`config.mk`:
```
export PLATFORM = sky130hd
export DESIGN_NAME = probe_rx_sync
export DESIGN_NICKNAME = d
export VERILOG_FILES = /design/src/rtl/probe_rx_sync.sv
export SDC_FILE = /design/constraint.sdc
export NUM_CORES = 1
export LEC_CHECK = 0
export BUFFER_PORTS_ARGS = -buffer_cell sky130_fd_sc_hd__buf_2
export CORE_MARGIN = 3
export CORE_UTILIZATION = 40
export DETAILED_ROUTE_END_ITERATION = 6
export HOLD_SLACK_MARGIN = 0.1
export PLACE_DENSITY = 0.67
export SLEW_MARGIN = 20
export SYNTH_ARGS = -nofsm -noshare
export SYNTH_HDL_FRONTEND = slang
export SYNTH_SLANG_ARGS = --single-unit
```
`constraint.sdc`:
```
create_clock -name clk -period 5.51 [get_ports clk]
set_clock_uncertainty 0.2 [all_clocks]
set_input_delay 1.102 -clock clk [delete_from_list [all_inputs] [get_ports clk]]
set_output_delay 1.102 -clock clk [all_outputs]
set_load 0.01 [all_outputs]
```
`src/rtl/probe_rx_sync.sv`:
```
// rtl/probe_rx_sync.sv - LFSR probe receiver: chip slicer, self-sync LFSR replica, lock FSM, windowed error count
// Optional build macro: PROBE_RX_STATS_EN adds lifetime chip/error counters with a synchronous clear.
module probe_rx_sync #(
    parameter int                LFSR_W = 10,
    parameter logic [LFSR_W-1:0] TAPS   = 10'h240,
    parameter int                CNT_W  = 16
) (
    input  logic             clk,
    input  logic             arstn,
    input  logic             en,
    input  logic             in_vld,
    input  logic [63:0]      in_data,
    input  logic [CNT_W-1:0] chk_len_min1,
    input  logic [CNT_W-1:0] win_len_min1,
    input  logic [CNT_W-1:0] err_max,
    output logic             locked,
    output logic             lock_pulse,
    output logic             lost_pulse,
    output logic [CNT_W-1:0] err_cnt,
    output logic [1:0]       state_o
`ifdef PROBE_RX_STATS_EN
    ,
    input  logic             stats_clr,
    output logic [31:0]      tot_chips,
    output logic [31:0]      tot_errs
`endif
);

    localparam int FILL_W = $clog2(LFSR_W + 1);
    localparam logic [FILL_W-1:0] FILL_FULL = FILL_W'(LFSR_W);

    typedef enum logic [1:0] {
        ST_HUNT  = 2'd0,
        ST_CHECK = 2'd1,
        ST_LOCK  = 2'd2
    } state_t;

    state_t              r_state, w_state_nxt;
    logic [LFSR_W-1:0]   r_lfsr, w_lfsr_nxt;
    logic [FILL_W-1:0]   r_fill, w_fill_nxt;
    logic [CNT_W-1:0]    r_match, w_match_nxt;
    logic [CNT_W-1:0]    r_win, w_win_nxt;
    logic [CNT_W-1:0]    r_err_win, w_err_win_nxt;
    logic [CNT_W-1:0]    r_err_cnt, w_err_cnt_nxt;
    logic                r_lock_pulse, w_lock_pulse_nxt;
    logic                r_lost_pulse, w_lost_pulse_nxt;
    logic                r_locked;
    logic                r_chip, r_chip_vld;

    logic signed [17:0]  w_sum;
    logic                w_neg;
    logic                w_pred, w_mis;
    logic [LFSR_W-1:0]   w_lfsr_chip;
    logic [FILL_W-1:0]   w_fill_inc;
    logic [CNT_W-1:0]    w_err_win_upd;

    // Chip decision: sign of the sum of the four samples in the beat
    assign w_sum = 18'(signed'(in_data[15:0]))  + 18'(signed'(in_data[31:16]))
                 + 18'(signed'(in_data[47:32])) + 18'(signed'(in_data[63:48]));
    assign w_neg = (w_sum < 18'sd0);

    always_ff @(posedge clk or negedge arstn) begin
        if (!arstn) begin
            r_chip     <= 1'b0;
            r_chip_vld <= 1'b0;
        end else begin
            r_chip_vld <= in_vld;
            if (in_vld) begin
                r_chip <= w_neg;
            end
        end
    end

    assign w_pred        = ^(r_lfsr & TAPS);
    assign w_mis         = r_chip ^ w_pred;
    assign w_lfsr_chip   = {r_lfsr[LFSR_W-2:0], r_chip};
    assign w_fill_inc    = (r_fill == FILL_FULL) ? r_fill : r_fill + 1'b1;
    assign w_err_win_upd = (w_mis && !(&r_err_win)) ? r_err_win + 1'b1 : r_err_win;

    always_comb begin
        w_state_nxt      = r_state;
        w_lfsr_nxt       = r_lfsr;
        w_fill_nxt       = r_fill;
        w_match_nxt      = r_match;
        w_win_nxt        = r_win;
        w_err_win_nxt    = r_err_win;
        w_err_cnt_nxt    = r_err_cnt;
        w_lock_pulse_nxt = 1'b0;
        w_lost_pulse_nxt = 1'b0;
        if (!en) begin
            w_state_nxt      = ST_HUNT;
            w_fill_nxt       = '0;
            w_match_nxt      = '0;
            w_win_nxt        = '0;
            w_err_win_nxt    = '0;
            w_lost_pulse_nxt = (r_state == ST_LOCK);
        end else if (r_chip_vld) begin
            case (r_state)
                ST_HUNT: begin
                    w_lfsr_nxt = w_lfsr_chip;
                    w_fill_nxt = w_fill_inc;
                    // An all-zero register would predict zeros forever, so it never qualifies
                    if (w_fill_inc == FILL_FULL && w_lfsr_chip != '0) begin
                        w_state_nxt = ST_CHECK;
                        w_match_nxt = '0;
                    end
                end
                ST_CHECK: begin
                    if (!w_mis) begin
                        w_lfsr_nxt = w_lfsr_chip;
                        if (r_match == chk_len_min1) begin
                            w_state_nxt      = ST_LOCK;
                            w_lock_pulse_nxt = 1'b1;
                            w_win_nxt        = '0;
                            w_err_win_nxt    = '0;
                        end else begin
                            w_match_nxt = r_match + 1'b1;
                        end
                    end else begin
                        w_state_nxt = ST_HUNT;
                        w_fill_nxt  = '0;
                    end
                end
                ST_LOCK: begin
                    // Flywheel: the replica runs on its own prediction, received chips are only compared
                    w_lfsr_nxt    = {r_lfsr[LFSR_W-2:0], w_pred};
                    w_err_win_nxt = w_err_win_upd;
                    if (w_err_win_upd > err_max) begin
                        w_state_nxt      = ST_HUNT;
                        w_fill_nxt       = '0;
                        w_lost_pulse_nxt = 1'b1;
                        w_err_cnt_nxt    = w_err_win_upd;
                        w_win_nxt        = '0;
                        w_err_win_nxt    = '0;
                    end else if (r_win == win_len_min1) begin
                        w_err_cnt_nxt = w_err_win_upd;
                        w_win_nxt     = '0;
                        w_err_win_nxt = '0;
                    end else begin
                        w_win_nxt = r_win + 1'b1;
                    end
                end
                default: begin
                    w_state_nxt = ST_HUNT;
                    w_fill_nxt  = '0;
                end
            endcase
        end
    end

    always_ff @(posedge clk or negedge arstn) begin
        if (!arstn) begin
            r_state      <= ST_HUNT;
            r_lfsr       <= '0;
            r_fill       <= '0;
            r_match      <= '0;
            r_win        <= '0;
            r_err_win    <= '0;
            r_err_cnt    <= '0;
            r_lock_pulse <= 1'b0;
            r_lost_pulse <= 1'b0;
            r_locked     <= 1'b0;
        end else begin
            r_state      <= w_state_nxt;
            r_lfsr       <= w_lfsr_nxt;
            r_fill       <= w_fill_nxt;
            r_match      <= w_match_nxt;
            r_win        <= w_win_nxt;
            r_err_win    <= w_err_win_nxt;
            r_err_cnt    <= w_err_cnt_nxt;
            r_lock_pulse <= w_lock_pulse_nxt;
            r_lost_pulse <= w_lost_pulse_nxt;
            r_locked     <= (w_state_nxt == ST_LOCK);
        end
    end

    assign locked     = r_locked;
    assign lock_pulse = r_lock_pulse;
    assign lost_pulse = r_lost_pulse;
    assign err_cnt    = r_err_cnt;
    assign state_o    = r_state;

`ifdef PROBE_RX_STATS_EN
    logic [31:0] r_tot_chips, r_tot_errs;

    always_ff @(posedge clk or negedge arstn) begin
        if (!arstn) begin
            r_tot_chips <= '0;
            r_tot_errs  <= '0;
        end else if (stats_clr) begin
            r_tot_chips <= '0;
            r_tot_errs  <= '0;
        end else if (en && r_chip_vld && r_state == ST_LOCK) begin
            if (!(&r_tot_chips)) begin
                r_tot_chips <= r_tot_chips + 1'b1;
            end
            if (w_mis && !(&r_tot_errs)) begin
                r_tot_errs <= r_tot_errs + 1'b1;
            end
        end
    end

    assign tot_chips = r_tot_chips;
    assign tot_errs  = r_tot_errs;
`endif

endmodule

```
# After elaboration in Yosys (flattened, before gate mapping)
# Cells that the tools add are included.
# totals
inputBits,116
mem_bits_rw,0
memories,0
regBits,85
latch_bits,0
out_inout_bits,21
mem_bits_ro,0
# op_classes
n_reduce_logical,14
muxes,45
n_mul,0
div_mod_pow,0
n_bitwise,1
n_addsub,7
magnitude_cmp,2
shift,0
eq_ne,17
# ops
cell,n
$mux W16,18
$pmux W16 S2,3
$add A16 B1 Y16 const B,3
$eq A16 B16 Y1,2
$pmux W10 S3,1
$mux W4,5
$add A17 B16 Y18,1
$add A18 B16 Y18,1
$lt A18 B1 Y1 const B,1
$add A16 B16 Y17,1
$gt A16 B16 Y1,1
$reduce_and A16 Y1,1
$ne A3 B3 Y1 const B,5
$mux W2,6
$pmux W4 S3,1
$reduce_and A4 Y1,3
$mux W10,1
$reduce_bool A10 Y1,1
$reduce_xor A10 Y1,1
$mux W1,9
$eq A4 B4 Y1 const B,2
$ne A3 B1 Y1 const B,2
$pmux W2 S3,1
$reduce_and A5 Y1,1
other kinds (13),15

# Longest topological paths before layout
# depth
word_depth,10
mapped_depth,17

# Worst setup path after synthesis
# OpenSTA, ideal clock, no wires.
# synth_path
path_kind,reg2reg
from,reg r_err_win[4]
to,reg r_err_cnt[10] (netlist: err_cnt[10])
setup_ns,0.125
slack_ns,1.902
t_arrival_ns,3.284
n_path_buf,2
stages_incl_launch_ff,17
period_less_slack_ns,3.608
cell_sequence,dfrtp_1 -> buf_2 -> and4_1 -> and3_4 -> a31oi_4 -> and3_1 -> nand3_1 -> xnor2_1 -> ha_1 -> a21o_1 -> nand3_1 -> a21oi_1 -> nor2_1 -> a31o_2 -> a21oi_2 -> buf_4 -> mux2_2
# synth_between
elab_chain_cells,7
elab_cells_between_ends,10
cone_classes,add/sub (1); order compare (1); mux (3); reduce/logical (5)
# synth_rtl
element,line,text
start: declaration,43,"logic [CNT_W-1:0] r_err_win, w_err_win_nxt;"
start signal: assignment,169,r_err_win <= w_err_win_nxt;
branches (longest 3 deep; another with $add A16 B1 Y16),-,
$mux W16 (*),78,assign w_err_win_upd = (w_mis && !(&r_err_win)) ? r_err_win + 1'b1 : r_err_win;
net w_err_win_upd[9],55,logic [CNT_W-1:0] w_err_win_upd;
$gt A16 B16 Y1 (*),128,if (w_err_win_upd > err_max) begin
$reduce_bool A2 Y1 (no source line),-,
$reduce_and A4 Y1 (no source line),-,
end signal: assignment,170,r_err_cnt <= w_err_cnt_nxt;
end: declaration,44,"logic [CNT_W-1:0] r_err_cnt, w_err_cnt_nxt;"
# Mark *: on every way through the listed nets, which the timed path passes. The select of a mux whose other input is x is not followed.
# A chain may end at the register's enable or synchronous reset.

# Final worst setup path
# layout_path
from,reg r_err_win[0]
to,reg r_err_cnt[14] (netlist: err_cnt[14])
# The elaborated chain is that of the path after synthesis.

==> results.txt <==
The flow ran to the end, and the final reports show no timing, DRC or antenna violations. Dividing the synthesized area by the synthesized cell count gives 10.1 um2. STA classifies the critical path endpoint as a register. The initial utilization of the core area, before any placement, comes to 41.6%.

Buffers inserted to repair hold after CTS numbered 0. The cell area power density came out at 250 mW/mm2. The number of search-and-repair iterations in the first detailed-routing pass came out at 4. The die covers 0.0169 mm2.

The number of antenna diodes in the final layout is 0. The number of antenna violations at the first check in global routing is 0. STA classifies the critical path startpoint as a register. The biggest area contributor in the post-synthesis netlist is sky130_fd_sc_hd__dfrtp_1. The minimum clock period came out at 4480 ps.

The TritonCTS clock tree is yes. The cell with the largest stage delay on the worst path is sky130_fd_sc_hd__a21oi_2. The number of maximum-capacitance constraint violations came out at 0. The post-synthesis cell type count came out at 62. The number of fill cells came out at 1358. The width of the chip came out at 130 um.

The number of flops mapped to enable cells by yosys came out at 0. Of all nets on the critical path, the largest fanout is 29. The number of remaining DRC errors came out at 0. The number of top-level design ports is 137.

The clock buffer count from CTS is 9. The delay of the slowest cell on the worst path is 810 ps. The total detailed-routing wirelength is 14200 um.

The ratio of final minimum period to clock period is 81.3%. The cell count after placement came out at 911. Entering global routing, the biggest net connects 86 pins.

At the pin with the least slew margin, the transition time is 933 ps. The final-layout setup total negative slack is 0 ps. The launching instance or port of the critical path is r_err_win[0]$_DFFE_PN0P_. Yosys attributes the largest share of cell area to sky130_fd_sc_hd__dfrtp_1 34%, sky130_fd_sc_hd__fa_1 10%, sky130_fd_sc_hd__ha_1 7.3%, sky130_fd_sc_hd__mux2_2 4.6%, sky130_fd_sc_hd__xnor2_1 4.0%. The number of nets in the finished design is 922.

The post-route worst hold slack is 299 ps. The count of vias placed by the detailed router is 5038. The die is 130 um tall.

The residual antenna-violating net count after detailed routing is 0. The cell area after technology mapping is 0.00617 mm2. After clock tree synthesis, the clock-pin slew on the worst setup and hold paths is 60 ps. Buffers added to address setup during post-CTS repair amount to 0. The tightest slew margin relative to the limit is 37.8%. The final worst setup slack came out at 1030 ps. The core region is 0.0148 mm2. The worst hold path terminates at err_cnt[4]$_DFFE_PN0P_. The startpoint identified for the worst hold timing path is err_cnt[4]$_DFFE_PN0P_. In the global route stage, met3 resource usage came out at 3.36%. In this run the number of H-tree levels came out at 3.

The flop and latch count out of synthesis came out at 85. Synthesis produced a netlist with a net count of 794. The tightest min-delay check is of the reg2reg type. For this run, the number of Yosys warnings is 0. At the end of routability-driven placement, the weighted congestion stood at 0.822. The met1 capacity usage during global routing came out at 22.7%. Walking the worst path, the cells encountered are ha_1 -> and3_1 -> a31oi_4 -> and3_1 -> nand4_1 -> xnor2_1 -> ha_1 -> nand4_1 -> a21oi_1 -> o21ai_0 -> a31o_2 -> a21oi_2 -> mux2_2. The post-layout instance count excluding filler cells is 927. The number of clock sinks seen by CTS is 85. In this run the clock root is driven by a sky130_fd_sc_hd__clkbuf_16. In this run the biggest area consumer among cell types represents 34.5% of the synthesized area. The count of final max-slew check failures is 0. The final HPWL from detailed placement is 11000 um. Synthesis produced a netlist whose cell count is 610.

The routed wirelength normalized by instance count is 15.4 um. The floorplan has 44 rows. The critical path's top delay family is compound AO/OA/AOI/OAI gates. The area added between synthesis and finish is 18.3%.

The largest buffer count on any clock path came out at 2. STA puts the critical path data required time at 5530 ps. The reg-to-reg setup timing slack is 1030 ps. The number of vias per cell after detailed routing came out at 5.43. For this run, asynchronously set or reset flops after synthesis account for 100%. The capture point of the worst reg-to-reg path is err_cnt[14]$_DFFE_PN0P_. In this run, post-CTS repair resized a total of 0 instances. Port buffering added 136 buffers. The post-place setup slack is 1040 ps. The worst reg2reg path startpoint is r_err_win[0]$_DFFE_PN0P_. The worst setup path is of the reg2reg kind. The share of post-route cells with drive strength above 1 came out at 26.0%. The number of failing setup endpoints in the final timing report came out at 0. The total congestion overflow after global routing is 0. Timing would allow up to 0.223 GHz. The peak-usage layer in the global routing report is met2. After the first detailed-routing iteration, the DRC count stood at 354. The sequential-to-total area share from yosys stat is 34.5%. VDD sags by at most 0.165 mV.

Counting cells, the worst reg-to-reg path comes to 13. The global-route usage over all layers is 17.3%. Setup repair after global routing left no endpoint under its margin. The count of cells along the worst hold path is 1. The first-pass GRT wire length came out at 23700 um. The total design power came out at 0.00182 W. The critical path contains buffers and inverters numbering 0 combined. For this run, the leading register cell type out of synthesis is sky130_fd_sc_hd__dfrtp_1. The number of failing hold endpoints at the final stage is 0.

The data arrival time at the worst-slack endpoint came out at 4500 ps. The leakage power total is 3.43 nW. The clock network latency to the later pin of the worst-skew pair is 340 ps. The global routing usage on met2 is 29.4%. The via count of the first global-routing pass is 5043.
-- report_power, final --
group / total [W] / switching, W / internal, W
Sequential: 0.000714 / 0.0000455 / 0.000668
Combinational: 0.000511 / 0.000274 / 0.000237
Clock: 0.000598 / 0.000238 / 0.000360
-- sequential cells by signal, indices dropped and copies added, names as in the netlist --
name,count
lost_pulse,1
r_err_win,16
r_chip_vld,1
r_fill,4
err_cnt,16
r_win,16
locked,1
r_lfsr,10
r_chip,1
r_match,16
lock_pulse,1
state_o,2
-- worst reg2reg max path, stage by stage (launching register included) --
cell and delay (ps):
sky130_fd_sc_hd__dfrtp_1 430, sky130_fd_sc_hd__ha_1 270, sky130_fd_sc_hd__and3_1 250, sky130_fd_sc_hd__a31oi_4 260
sky130_fd_sc_hd__and3_1 280, sky130_fd_sc_hd__nand4_1 180, sky130_fd_sc_hd__xnor2_1 200, sky130_fd_sc_hd__ha_1 320
sky130_fd_sc_hd__nand4_1 110, sky130_fd_sc_hd__a21oi_1 140, sky130_fd_sc_hd__o21ai_0 100, sky130_fd_sc_hd__a31o_2 400
sky130_fd_sc_hd__a21oi_2 820, sky130_fd_sc_hd__mux2_2 430
-- worst max path at each step --
stage	end	slack, ps	depth (start not counted)
floorplan	r_chip$_DFFE_PN0P_	1900	10
global placement	err_cnt[7]$_DFFE_PN0P_	1200	13
detailed placement	err_cnt[14]$_DFFE_PN0P_	1040	13
CTS	err_cnt[14]$_DFFE_PN0P_	1030	13
global route	r_win[4]$_DFFE_PN0P_	780	14
finish	err_cnt[14]$_DFFE_PN0P_	1030	13
-- synth_stat cells (all sizes together), types with 14 or more instances --
cell / instances
o21ai: 23
a22o: 14
nand4: 27
a21oi: 19
nor2: 34
mux2: 25
inv: 37
xnor2: 28
nand3: 23
xor2: 28
nand2: 58
ha: 36
fa: 32
dfrtp: 85
-- cell usage in the layout (no fill, tap or decap), types with 7 or more instances in the layout --
| master | Yosys | routed |
|---|---|---|
| sky130_fd_sc_hd__and2_1 | 8 | 8 |
| sky130_fd_sc_hd__nor2_1 | 33 | 33 |
| sky130_fd_sc_hd__clkbuf_16 | 0 | 9 |
| sky130_fd_sc_hd__a22o_1 | 14 | 14 |
| sky130_fd_sc_hd__nor2b_1 | 7 | 7 |
| sky130_fd_sc_hd__dfrtp_1 | 85 | 85 |
| sky130_fd_sc_hd__inv_1 | 37 | 37 |
| sky130_fd_sc_hd__nand3_1 | 22 | 22 |
| sky130_fd_sc_hd__o311ai_0 | 9 | 9 |
| sky130_fd_sc_hd__nand2_1 | 57 | 57 |
| sky130_fd_sc_hd__fa_1 | 32 | 32 |
| sky130_fd_sc_hd__mux2_2 | 25 | 25 |
| sky130_fd_sc_hd__o21ai_0 | 21 | 21 |
| sky130_fd_sc_hd__a21oi_1 | 18 | 18 |
| sky130_fd_sc_hd__xor2_1 | 28 | 28 |
| sky130_fd_sc_hd__ha_1 | 36 | 36 |
| sky130_fd_sc_hd__buf_2 | 11 | 135 |
| sky130_fd_sc_hd__a31oi_1 | 10 | 9 |
| sky130_fd_sc_hd__xnor2_1 | 28 | 28 |
| sky130_fd_sc_hd__nand4_1 | 27 | 27 |
| sky130_fd_sc_hd__nor4_1 | 9 | 9 |
| sky130_fd_sc_hd__and3_1 | 8 | 8 |
-- cell type report --
class                           instances  area, um2  share of cell area, %
Clock inverter                          5       50.0                  0.686
Tap cell                              184        230                   3.16
Multi-Input combinational cell        468       3810                   52.3
Timing Repair Buffer                  137        694                   9.52
Sequential cell                        85       2130                   29.2
Inverter                               37        139                   1.90
Clock buffer                           11        243                   3.33
-- through the flow --
stage	utilization, %	area, um2
final	49.3	7300
after global routing	49.3	7300
after CTS	49.2	7290
after detailed placement	47.3	7000
after global placement	47.3	7000
after floorplan	-	6170
-- kinds of logic after synthesis --
group | Yosys count | synth area share (%)
simple gates | 206 | 17.9
compound gates | 107 | 12.4
flops | 85 | 34.5
fa+ha+maj | 68 | 17.7
xor+xnor | 57 | 8.36
buf+inv | 57 | 3.77
mux | 30 | 5.38
-- routing by layer --
metal / share of wire, % / routed length [um] / up-vias
met5: 0 / 0 / -
li1: - / - / 2433
met4: 1.3 / 189 / 0
met3: 5.0 / 717 / 20
met1: 45 / 6360 / 2445
met2: 49 / 6980 / 140
No activity file was read; power rests on OpenSTA's default activity.
